<file path="src/rtl/sequence_player_if.sv">
// Controller <-> sequence player bus: game controls in, LED pattern and status out.
interface sequence_player_if;
  logic       en;
  logic       clr;
  logic       next;
  logic [7:0] seed;
  logic [3:0] leds;
  logic       end_fpga;
  logic [3:0] round;
  logic       win;

  modport master (output en, clr, next, seed, input leds, end_fpga, round, win);
  modport slave  (input en, clr, next, seed, output leds, end_fpga, round, win);
endinterface

</file>
<file path="src/rtl/sequence_player.sv">
// Plays back a seeded LFSR sequence on four LEDs, one more element per round,
// signalling the controller when playback of the current round is complete.
module sequence_player #(
  parameter int ON_CYCLES  = 50_000_000,
  parameter int OFF_CYCLES = 25_000_000
) (
  input  logic               clock,
  input  logic               reset,
  sequence_player_if.slave   bus
);

  localparam logic [2:0] S_IDLE = 3'd0;
  localparam logic [2:0] S_LOAD = 3'd1;
  localparam logic [2:0] S_ON   = 3'd2;
  localparam logic [2:0] S_OFF  = 3'd3;
  localparam logic [2:0] S_DONE = 3'd4;

  localparam int MAX_CYC = (ON_CYCLES > OFF_CYCLES) ? ON_CYCLES : OFF_CYCLES;
  localparam int TW      = (MAX_CYC > 1) ? $clog2(MAX_CYC) : 1;
  localparam logic [TW-1:0] ON_LAST  = TW'(ON_CYCLES - 1);
  localparam logic [TW-1:0] OFF_LAST = TW'(OFF_CYCLES - 1);

  logic [2:0]    state_q, state_d;
  logic [7:0]    seed_q, seed_d;
  logic [7:0]    lfsr_q, lfsr_d;
  logic [3:0]    idx_q, idx_d;
  logic [TW-1:0] timer_q, timer_d;
  logic [3:0]    leds_q, leds_d;
  logic          end_q, end_d;
  logic [3:0]    round_q, round_d;
  logic          win_q, win_d;
  logic [7:0]    lfsr_next;

  function automatic logic [3:0] decode(input logic [1:0] sel);
    return 4'b0001 << sel;
  endfunction

  assign lfsr_next = {lfsr_q[6:0], lfsr_q[7] ^ lfsr_q[5] ^ lfsr_q[4] ^ lfsr_q[3]};

  always_comb begin
    state_d = state_q;
    seed_d  = seed_q;
    lfsr_d  = lfsr_q;
    idx_d   = idx_q;
    timer_d = timer_q + TW'(1);
    leds_d  = leds_q;
    end_d   = end_q;
    round_d = round_q;
    win_d   = win_q;

    if (bus.next) begin
      if (round_q != 4'd15) round_d = round_q + 4'd1;
      else                  win_d   = 1'b1;
    end

    case (state_q)
      S_IDLE: begin
        timer_d = '0;
        leds_d  = 4'd0;
        end_d   = 1'b0;
        if (bus.en) state_d = S_LOAD;
      end
      S_LOAD: begin
        timer_d = '0;
        if (!bus.en) begin
          state_d = S_IDLE;
          leds_d  = 4'd0;
          end_d   = 1'b0;
        end else begin
          // leds are driven with the incoming element so they light on entry to ON
          lfsr_d  = seed_q;
          idx_d   = 4'd0;
          leds_d  = decode(seed_q[1:0]);
          state_d = S_ON;
        end
      end
      S_ON: begin
        if (!bus.en) begin
          state_d = S_IDLE;
          timer_d = '0;
          leds_d  = 4'd0;
          end_d   = 1'b0;
        end else if (timer_q == ON_LAST) begin
          state_d = S_OFF;
          timer_d = '0;
          leds_d  = 4'd0;
        end
      end
      S_OFF: begin
        if (!bus.en) begin
          state_d = S_IDLE;
          timer_d = '0;
          leds_d  = 4'd0;
          end_d   = 1'b0;
        end else if (timer_q == OFF_LAST) begin
          timer_d = '0;
          // round_q is sampled live so a mid-playback round change is honoured here
          if (idx_q == round_q) begin
            state_d = S_DONE;
            end_d   = 1'b1;
          end else begin
            state_d = S_ON;
            idx_d   = idx_q + 4'd1;
            lfsr_d  = lfsr_next;
            leds_d  = decode(lfsr_next[1:0]);
          end
        end
      end
      S_DONE: begin
        timer_d = '0;
        leds_d  = 4'd0;
        end_d   = 1'b1;
        if (!bus.en) begin
          state_d = S_IDLE;
          end_d   = 1'b0;
        end
      end
      default: begin
        state_d = S_IDLE;
        timer_d = '0;
        leds_d  = 4'd0;
        end_d   = 1'b0;
      end
    endcase

    if (bus.clr) begin
      seed_d  = (bus.seed == 8'h00) ? 8'h01 : bus.seed;
      round_d = 4'd0;
      win_d   = 1'b0;
      state_d = S_IDLE;
      timer_d = '0;
      leds_d  = 4'd0;
      end_d   = 1'b0;
    end
  end

  always_ff @(posedge clock or negedge reset) begin
    if (!reset) begin
      state_q <= S_IDLE;
      seed_q  <= 8'h01;
      lfsr_q  <= 8'h01;
      idx_q   <= 4'd0;
      timer_q <= '0;
      leds_q  <= 4'd0;
      end_q   <= 1'b0;
      round_q <= 4'd0;
      win_q   <= 1'b0;
    end else begin
      state_q <= state_d;
      seed_q  <= seed_d;
      lfsr_q  <= lfsr_d;
      idx_q   <= idx_d;
      timer_q <= timer_d;
      leds_q  <= leds_d;
      end_q   <= end_d;
      round_q <= round_d;
      win_q   <= win_d;
    end
  end

  assign bus.leds     = leds_q;
  assign bus.end_fpga = end_q;
  assign bus.round    = round_q;
  assign bus.win      = win_q;

endmodule

</file>
<file path="src/flat_wrapper.sv">
// flat-port wrapper written by rule: the top's interface ports become plain ports
module sequence_player_flat 
#(
  parameter int ON_CYCLES  = 50_000_000,
  parameter int OFF_CYCLES = 25_000_000
)
  (clock, reset, bus_en, bus_clr, bus_next, bus_seed, bus_leds, bus_end_fpga, bus_round, bus_win);
  sequence_player_if bus_i ();
  input  logic clock;
  input  logic reset;
  input wire logic [$bits(bus_i.en)-1:0] bus_en;
  input wire logic [$bits(bus_i.clr)-1:0] bus_clr;
  input wire logic [$bits(bus_i.next)-1:0] bus_next;
  input wire logic [$bits(bus_i.seed)-1:0] bus_seed;
  output wire logic [$bits(bus_i.leds)-1:0] bus_leds;
  output wire logic [$bits(bus_i.end_fpga)-1:0] bus_end_fpga;
  output wire logic [$bits(bus_i.round)-1:0] bus_round;
  output wire logic [$bits(bus_i.win)-1:0] bus_win;
  assign bus_i.en = bus_en;
  assign bus_i.clr = bus_clr;
  assign bus_i.next = bus_next;
  assign bus_i.seed = bus_seed;
  assign bus_leds = bus_i.leds;
  assign bus_end_fpga = bus_i.end_fpga;
  assign bus_round = bus_i.round;
  assign bus_win = bus_i.win;
  sequence_player #(.ON_CYCLES(ON_CYCLES), .OFF_CYCLES(OFF_CYCLES)) u_core (.clock(clock), .reset(reset), .bus(bus_i));
endmodule
</file>
<file path="config.mk">
export PLATFORM = sky130hd
export DESIGN_NAME = sequence_player_flat
export DESIGN_NICKNAME = d
export VERILOG_FILES = /design/src/rtl/sequence_player_if.sv /design/src/rtl/sequence_player.sv /design/src/flat_wrapper.sv
export SDC_FILE = /design/constraint.sdc
export NUM_CORES = 1
export LEC_CHECK = 0
export CAP_MARGIN = 15
export CORE_MARGIN = 3
export CORE_UTILIZATION = 45
export DETAILED_ROUTE_END_ITERATION = 8
export MAX_ROUTING_LAYER = met4
export PLACE_DENSITY_LB_ADDON = 0.12
export SLEW_MARGIN = 20
export SYNTH_ARGS = -nofsm -noshare
export SYNTH_HDL_FRONTEND = slang
export SYNTH_SLANG_ARGS = --single-unit
</file>
<file path="constraint.sdc">
create_clock -name clock -period 2.8 [get_ports clock]
set_input_delay 0.56 -clock clock [delete_from_list [all_inputs] [get_ports clock]]
set_output_delay 0.56 -clock clock [all_outputs]
set_load 0.05 [all_outputs]
</file>
==> run metrics, run 1 <==
status=finished clean; Most common cell on crit path=or4_4; FF+latch area=0.00148 sq mm; WL/cell=14.8 microns; max_cap viols=0; critical path class=reg -> reg; gr busiest metal=met1; area of the multi-input gates=0.00161 sq mm; crit path launch type=flip-flop; mapped cell area=0.00315 sq mm; Unique masters post-synth=50; FILL cells=594; area share of the largest cell type after synthesis=0.453; via count=2293; drt via density=5.40; fin util=0.570; Area Growth Syn to Fin=18.8%; register area share after synthesis=0.470; Synth top cells by count=57 x dfrtp_1, 39 x nor2_1, 28 x xor2_1; part of the cycle the worst path needs=0.860; Total Nets Final=343; peak supply drop=0.000308 V; post-route minimum period=2.41 ns; die area=0.00804 sq mm; largest stage delay on the critical path=0.56 ns; Mapped Nets=312; clk slew on worst S/H paths=0.07 ns; Peak Freq=415 MHz; Post-CTS Setup Bufs=0; setup TNS=0 ns; met1 track demand over resource=0.265; Die Y=89.7 microns; Post-route DRC=0; Final Hold Slack=0.353 ns; WP data required=3.02 ns; Hold Vio Cnt, Final=0; post-synthesis instance total=296; CTS tree=built; clk root buf=clkbuf_8; worst-margin pin slew=0.754 ns; Pins Over Slew Limit=0; Clock Skew=0.00913 ns; Starting Density=0.480; core area=0.00657 sq mm; hold buffer count at CTS=0; Static Leak=1.56 nW; peak fanout along the critical path=10; syn_area_per_cell=10.6 sq um; Num CTS Buffers=9; post-route setup slack=0.391 ns; Max-slew headroom=0.497; proportion of layout cells with a drive suffix above 1=0.196; buffers added on ports=22; H-tree depth=3; # diodes=0; Crit. End Element=flip-flop; clk sinks=59; Final Routed Wirelength=6300 microns; Die Span X=89.7 microns; crit-path cells=or4_4 > or4_4 > nor4_4 > nor2_4 > mux2_4; Placement Setup Slack=0.385 ns; cell taking the most area after synthesis=dfrtp_1; number of global-route vias before repair=2221; row cnt=29; Final Cell Area=0.00374 sq mm; asr flop ratio synth=1.00; I/O pin total=23; global route total overflow=0; post_cts resized=0; first-pass GRT wire length=10800 microns; Placer Congestion=0.765; Most used DFF post-synth=dfrtp_1; synthesis-stage register bit count=59; Setup violations, final=0; most frequent cell after synthesis=dfrtp_1; RSZ-0062 raised after global routing=false; post-DP HPWL=4410 microns; Hold WC Path Type=in -> async; post-route ant nets=0; Clk Latency, worst-skew pair=0.34 ns; Max stage delay cell, worst path=or4_4; met2 Use GR=0.242; initial antenna violation count=0; PwrDens=584 mW/mm^2; Clock Tree Buf Depth=2; global-route track usage on met3=0.0611; Worst path top cell family by delay=simple AND/OR/NAND/NOR gates; pin count of the biggest net entering global routing=60; Total GRT Usage=0.180; Post-synth EDFFs=0; CP Buf/Inv Count=0; Pre-antenna DRT Iters=4; Synth warnings=0; WP data arrival=2.63 ns; dpl cell area=0.00350 sq mm; Area contributors post-synth=dfrtp_1 45%, xor2_1 7.8%, mux2_2 5.0%, mux2_4 4.8%, nor2_1 4.6%; drt initial violations=127
cells in the final DEF (no fill, tap or decap), drive strengths merged, types with 3 or more instances in the layout:
cell type and count:
dfrtp 57, nor2 40, xor2 28, mux2 24, clkdlybuf4s50 21, nand3 19
nand2 19, nand4 11, clkbuf 11, buf 9, nor4 9, a21oi 6
xnor2 6, and3 5, inv 5, o211ai 4, o21ai 4, a32o 4
and4 4, nor4b 3, ha 3, bufinv 3, or4 3, or3 3
nor3 3
path summary, 6_finish.rpt:
check	to	depth (start not counted)	startpoint	slack, ns
min reg2reg	u_core.timer_q[0]	1	u_core.timer_q[0]	0.49
min	u_core.timer_q[18]	2	reset	0.35
max in group asynchronous	u_core.timer_q[11]	2	reset	1.92
max reg2reg	u_core.lfsr_q[2]	5	u_core.timer_q[10]	0.39
min in group clock	u_core.timer_q[0]	1	u_core.timer_q[0]	0.49
max	u_core.lfsr_q[2]	5	u_core.timer_q[10]	0.39
flip-flops by register name (all words and copies together), names as in the netlist:
register / flops
u_core.seed_q: 8
u_core.bus.round: 4
u_core.bus.win: 1
u_core.bus.leds: 4
u_core.lfsr_q: 8
u_core.idx_q: 4
u_core.timer_q: 26
u_core.state_q: 3
u_core.bus.end_fpga: 1
through the flow:
step | cells | power, mW
after floorplan | 296 | 1.16
after global placement | 409 | 1.25
after detailed placement | 409 | 1.26
final | 425 | 2.18
after CTS | 425 | 2.21
after global routing | 425 | 2.29
report_power, final:
part           switching [mW]  total, mW  internal, mW  leakage [nW]
clock                   0.331      0.944         0.613         0.123
combinational           0.134      0.278         0.144         0.650
sequential             0.0503      0.963         0.912         0.784
layer usage:
| metal | up-vias | routed length (microns) |
|---|---|---|
| li1 | 1131 | - |
| met4 | 0 | 45 |
| met5 | - | 0 |
| met3 | 6 | 281 |
| met2 | 46 | 2750 |
| met1 | 1110 | 3220 |
kinds of logic (layout without fill, tap and decap cells):
group / Yosys count / count (layout) / synth area share
flip-flops: 59 / 59 / 0.470
adder cells (fa/ha/maj): 3 / 3 / 0.0119
multiplexers: 24 / 24 / 0.0977
XOR/XNOR: 34 / 34 / 0.0946
AO/OA/AOI/OAI: 28 / 28 / 0.0628
AND/OR/NAND/NOR: 133 / 133 / 0.245
buffers and inverters: 15 / 51 / 0.0187
cell type report:
type,instances,share of cell area
Multi-Input combinational cell,222,0.431
Clock inverter,5,0.0267
Tap cell,93,0.0311
Sequential cell,59,0.395
Inverter,5,0.00502
Clock buffer,11,0.0378
Timing Repair Buffer,30,0.0736
Power figures use the tool's default switching activity.
==> run 2, diff against run 1 <==
- CORE_MARGIN: 3 -> not set
==> run metrics, run 2 (synthesis gave the netlist of run 1 again) <==
R2R depth=5 (unchanged); commonest non-fill, non-tap cell in the layout=dfrtp_1; Starting Density=0.464 (-0.0160); Crit. End Element=flip-flop; proportion of layout cells with a drive suffix above 1=0.195 (-0.000588); Hold Vio Cnt, Final=0 (unchanged); I/O pin total=23 (unchanged); clk root buf=clkbuf_8; initial antenna violation count=0 (unchanged); Post-route DRC=0 (unchanged); max reg flops=26 (unchanged); PwrDens=531 mW/mm^2 (-8.9%); clk slew on worst S/H paths=0.07 ns (about the same); Placement Setup Slack=0.375 ns (-0.00986 ns); Total Nets Final=344 (+0.29%); CTS tree=built; post-DP HPWL=4510 microns (+2.3%); drt initial violations=177 (+39%); Die Y=85.7 microns (-4.5%); Post-CTS Setup Bufs=0 (unchanged); Hold WC Path Type=in -> async; biggest regs=u_core.timer_q x26, u_core.lfsr_q x8, u_core.seed_q x8; H-tree depth=3 (unchanged); via count=2326 (+1.4%); status=finished clean; Num CTS Buffers=9 (unchanged); WP data required=3.02 ns (about the same); pin count of the biggest net entering global routing=26 (-57%); peak supply drop=0.000392 V (+27%); post_cts resized=0 (unchanged); Die Span X=85.7 microns (-4.5%); critical path class=reg -> reg; buffers added on ports=22 (unchanged); WL/cell=15.2 microns (+2.8%); WP data arrival=2.68 ns (+0.05 ns); max_cap viols=0 (unchanged); post-route ant nets=0 (unchanged); clk sinks=59 (unchanged); drt via density=5.42 (+0.49%); post-route setup slack=0.348 ns (-0.0430 ns); worst-margin pin slew=0.597 ns (-0.158 ns); Static Leak=1.54 nW (-1.4%); Total GRT Usage=0.209 (+0.0283); crit path launch type=flip-flop; Pre-antenna DRT Iters=4 (unchanged); most frequent cells in the layout=57 x dfrtp_1, 39 x nor2_1, 28 x xor2_1; row cnt=30 (+3.4%); # diodes=0 (unchanged); Peak Freq=408 MHz (-1.8%); die area=0.00734 sq mm (-8.7%); setup TNS=0 ns (unchanged); Final Routed Wirelength=6540 microns (+3.7%); FILL cells=627 (+5.6%); Clock Tree Buf Depth=2 (unchanged); first-pass GRT wire length=11400 microns (+5.7%); number of global-route vias before repair=2363 (+6.4%); Clk Latency, worst-skew pair=0.34 ns (about the same); part of the cycle the worst path needs=0.876 (+0.0154); hold buffer count at CTS=0 (unchanged); Pins Over Slew Limit=0 (unchanged); peak fanout along the critical path=6 (-4); Placer Congestion=0.791 (+3.3%); Setup violations, final=0 (unchanged); RSZ-0062 raised after global routing=false; core area=0.00679 sq mm (+3.4%); Clock Skew=0.00709 ns (-0.00204 ns); Reg2Reg Setup Slack=0.35 ns (-0.04 ns); Top reg by flops=u_core.timer_q; Max-slew headroom=0.602 (+0.105); post-route minimum period=2.45 ns (+0.0430 ns); global route total overflow=0 (unchanged); Area Growth Syn to Fin=17.3%
==> run 2: cell types whose count changed in the layout (fill, tap and decap cells not counted), sizes merged <==
cell    previous run  this run
bufinv             3         0
buf                9        10
clkbuf            11        14
==> run 2: per-layer routing <==
layer / up-vias / GRT usage / share of wire
li1: 1146 / - / -
met2: 42 / 0.301 / 0.44
met5: - / - / 0
met4: 0 / 0.0561 / 0.013
met1: 1128 / 0.279 / 0.50
met3: 10 / 0.0731 / 0.050
==> run 2: path summary, 6_finish.rpt <==
path	from	end
max	u_core.timer_q[10]	u_core.bus.leds[3]
min	reset	u_core.timer_q[19]
max reg2reg	u_core.timer_q[10]	u_core.bus.leds[3]
min reg2reg	u_core.timer_q[0]	u_core.timer_q[0]
max in group asynchronous	reset	u_core.lfsr_q[0]
min in group clock	u_core.timer_q[0]	u_core.timer_q[0]
==> run 2: critical path: stages (launching register included) <==
cell	delay (ns)
dfrtp_1	0.40
or4_4	0.56
or4_4	0.53
nor3_2	0.41
o2bb2ai_1	0.19
a32o_1	0.24
==> run 2: where the power goes <==
part / switching [mW] / internal [mW] / leakage (nW)
Combinational: 0.135 / 0.145 / 0.655
Sequential: 0.0516 / 0.912 / 0.784
Clock: 0.328 / 0.392 / 0.0965
==> run 2: area by class of cell <==
type	instances	area [sq um]	share of cell area
inverters	5	18.8	0.00508
multi-input cells	222	1610	0.436
clock buffers	14	173	0.0467
clock inverters	2	10.0	0.00271
well taps	96	120	0.0325
flip-flops and latches	59	1480	0.400
repair buffers	31	283	0.0765
==> run 2: stage by stage <==
step | hold WS [ns] | cells | util | power [mW] | area [sq um]
global placement | 0.479 | 413 | 0.517 | 1.25 | 3510
CTS | 0.239 | 429 | 0.544 | 1.98 | 3690
detailed placement | 0.486 | 413 | 0.517 | 1.26 | 3510
floorplan | 0.264 | 296 | - | 1.16 | 3150
finish | 0.226 | 429 | 0.544 | 1.96 | 3690
global route | 0.259 | 429 | 0.544 | 2.06 | 3690
==> run 3, diff against run 2 <==
- ABC_AREA: not set -> 1
- HOLD_SLACK_MARGIN: not set -> 0.05
==> run metrics, run 3 <==
Top reg by flops=u_core.timer_q; Clock Skew=0.00850 ns (+0.00141 ns); setup TNS=0 ns (unchanged); Pins Over Slew Limit=0 (unchanged); pin count of the biggest net entering global routing=36 (+38%); H-tree depth=3 (unchanged); Pre-antenna DRT Iters=4 (unchanged); first-pass GRT wire length=12300 microns (+7.3%); Post-synth EDFFs=0 (unchanged); Clk Latency, worst-skew pair=0.34 ns (about the same); cell taking the most area after synthesis=dfrtp_1; die area=0.00797 sq mm (+8.6%); via count=2854 (+23%); Post-route DRC=0 (unchanged); PwrDens=538 mW/mm^2 (+1.2%); Setup violations, final=0 (unchanged); WP data arrival=1.64 ns (-1.04 ns); peak fanout along the critical path=7 (+1); Static Leak=1.69 nW (+10%); crit path launch type=flip-flop; initial antenna violation count=0 (unchanged); synthesis-stage register bit count=59 (unchanged); Area Growth Syn to Fin=14.8%; Reg2Reg Setup Slack=0.86 ns (+0.51 ns); Total Nets Final=496 (+44%); commonest non-fill, non-tap cell in the layout=nand2_1; Synth warnings=0 (unchanged); crit-path cells=clkdlybuf4s50_1; max_cap viols=0 (unchanged); Final Cell Area=0.00393 sq mm (+6.5%); CP Buf/Inv Count=1 (+1); global route total overflow=0 (unchanged); clk sinks=59 (unchanged); CTS tree=built; Num CTS Buffers=9 (unchanged); Final Routed Wirelength=7360 microns (+13%); syn_area_per_cell=7.58 sq um (-29%); Hold WC Path Type=in -> async; asr flop ratio synth=1.00 (unchanged); hold buffer count at CTS=0 (unchanged); part of the cycle the worst path needs=0.786 (-0.0897); Max stage delay cell, worst path=clkdlybuf4s50_1; Starting Density=0.470 (+0.00627); max reg flops=26 (unchanged); Unique masters post-synth=36 (-28%); register area share after synthesis=0.432 (-0.0379); clk root buf=clkbuf_8; Placer Congestion=0.877 (+11%); Die Y=89.3 microns (+4.2%); Clock Tree Buf Depth=2 (unchanged); Crit. End Element=primary output; post-DP HPWL=5410 microns (+20%); post_cts resized=0 (unchanged); mapped cell area=0.00343 sq mm (+8.8%); critical path class=reg -> out; most frequent cell after synthesis=nand2_1; total power=2.12 mW (+7.7%); WL/cell=12.6 microns (-17%); core area=0.00729 sq mm (+7.3%); Placement Setup Slack=0.654 ns (+0.280 ns); post-synthesis instance total=452 (+53%); Reg-to-Reg Start=u_core.state_q[1]; Mapped Nets=468 (+50%); Total GRT Usage=0.215 (+0.00599); Crit. Startpoint=u_core.bus.round[3]; Worst path top cell family by delay=buffers and inverters; largest stage delay on the critical path=0.84 ns (+0.28 ns); drt initial violations=118 (-33%); peak supply drop=0.000391 V (-0.20%); Most used DFF post-synth=dfrtp_1; Max-slew headroom=0.601 (-0.000821); clk slew on worst S/H paths=0.07 ns (about the same); # diodes=0 (unchanged); area share of the largest cell type after synthesis=0.416 (-0.0366); post-route ant nets=0 (unchanged); post-route setup slack=0.599 ns (+0.251 ns); WP data required=2.24 ns (-0.78 ns); Peak Freq=454 MHz (+11%); most frequent cells in the layout=117 x nand2_1, 62 x nor2_1, 57 x dfrtp_1; drt via density=4.89 (-9.9%); biggest regs=u_core.timer_q x26, u_core.lfsr_q x8, u_core.seed_q x8; post-route minimum period=2.20 ns (-0.251 ns); Area contributors post-synth=dfrtp_1 42%, nand2_1 13%, nor2_1 6.8%, inv_1 5.8%, nand3_1 4.5%; Hold Vio Cnt, Final=0 (unchanged); buffers added on ports=22 (unchanged); worst-margin pin slew=0.596 ns (-0.000704 ns); RSZ-0062 raised after global routing=false; I/O pin total=23 (unchanged); row cnt=31 (+3.3%); Die Span X=89.3 microns (+4.2%); Synth top cells by count=117 x nand2_1, 62 x nor2_1, 57 x dfrtp_1; status=finished clean; number of global-route vias before repair=2699 (+14%); Post-CTS Setup Bufs=0 (unchanged); dpl cell area=0.00372 sq mm (+5.9%); proportion of layout cells with a drive suffix above 1=0.120 (-0.0756)
==> run 3: final cells by class <==
| class | instances | area (sq um) |
|---|---|---|
| clock inverters | 4 | 47.5 |
| clock buffers | 12 | 165 |
| inverters | 58 | 223 |
| well taps | 99 | 124 |
| multi-input cells | 327 | 1650 |
| flip-flops and latches | 59 | 1480 |
| fillers | 763 | 3360 |
| repair buffers | 25 | 250 |
==> run 3: final timing paths <==
check | depth (start not counted) | to
worst min-delay path | 1 | u_core.timer_q[0]
worst max-delay path | 1 | bus_round[3]
worst min register to register | 2 | u_core.seed_q[7]
max in group asynchronous | 2 | u_core.lfsr_q[0]
worst max register to register | 7 | u_core.lfsr_q[3]
min in group clock | 2 | u_core.seed_q[7]
==> run 3: report_power, final <==
| group | internal, mW | switching [mW] | total (mW) | leakage [nW] |
|---|---|---|---|---|
| logic | 0.119 | 0.196 | 0.314 | 0.792 |
| registers | 0.926 | 0.0584 | 0.984 | 0.792 |
| clock network | 0.481 | 0.336 | 0.817 | 0.108 |
==> run 3: stage by stage <==
step           hold WS (ns)   util  cells
2_1_floorplan         0.264      -    452
3_3_place_gp          0.457  0.510    568
3_5_place_dp          0.463  0.510    568
4_1_cts               0.228  0.539    584
5_1_grt               0.243  0.539    584
6_report              0.222  0.539    584
==> run 3: metal layers <==
layer  vias to the layer above  track usage  wire length [microns]
met3                        20       0.0609                    232
met2                        42        0.348                   3580
met5                         -            -                      0
met1                      1299        0.245                   3320
met4                         0        0.101                    229
li1                       1493            -                      -
==> run 3: cell families (layout without fill, tap and decap cells) <==
kind of cell / count (synthesis) / after routing / share of synthesized area
compound gates: 44 / 44 / 0.0800
simple gates: 258 / 258 / 0.333
xor+xnor: 21 / 21 / 0.0537
flops: 59 / 59 / 0.432
buf+inv: 66 / 99 / 0.0880
fa+ha+maj: 3 / 3 / 0.0110
mux: 1 / 1 / 0.00292
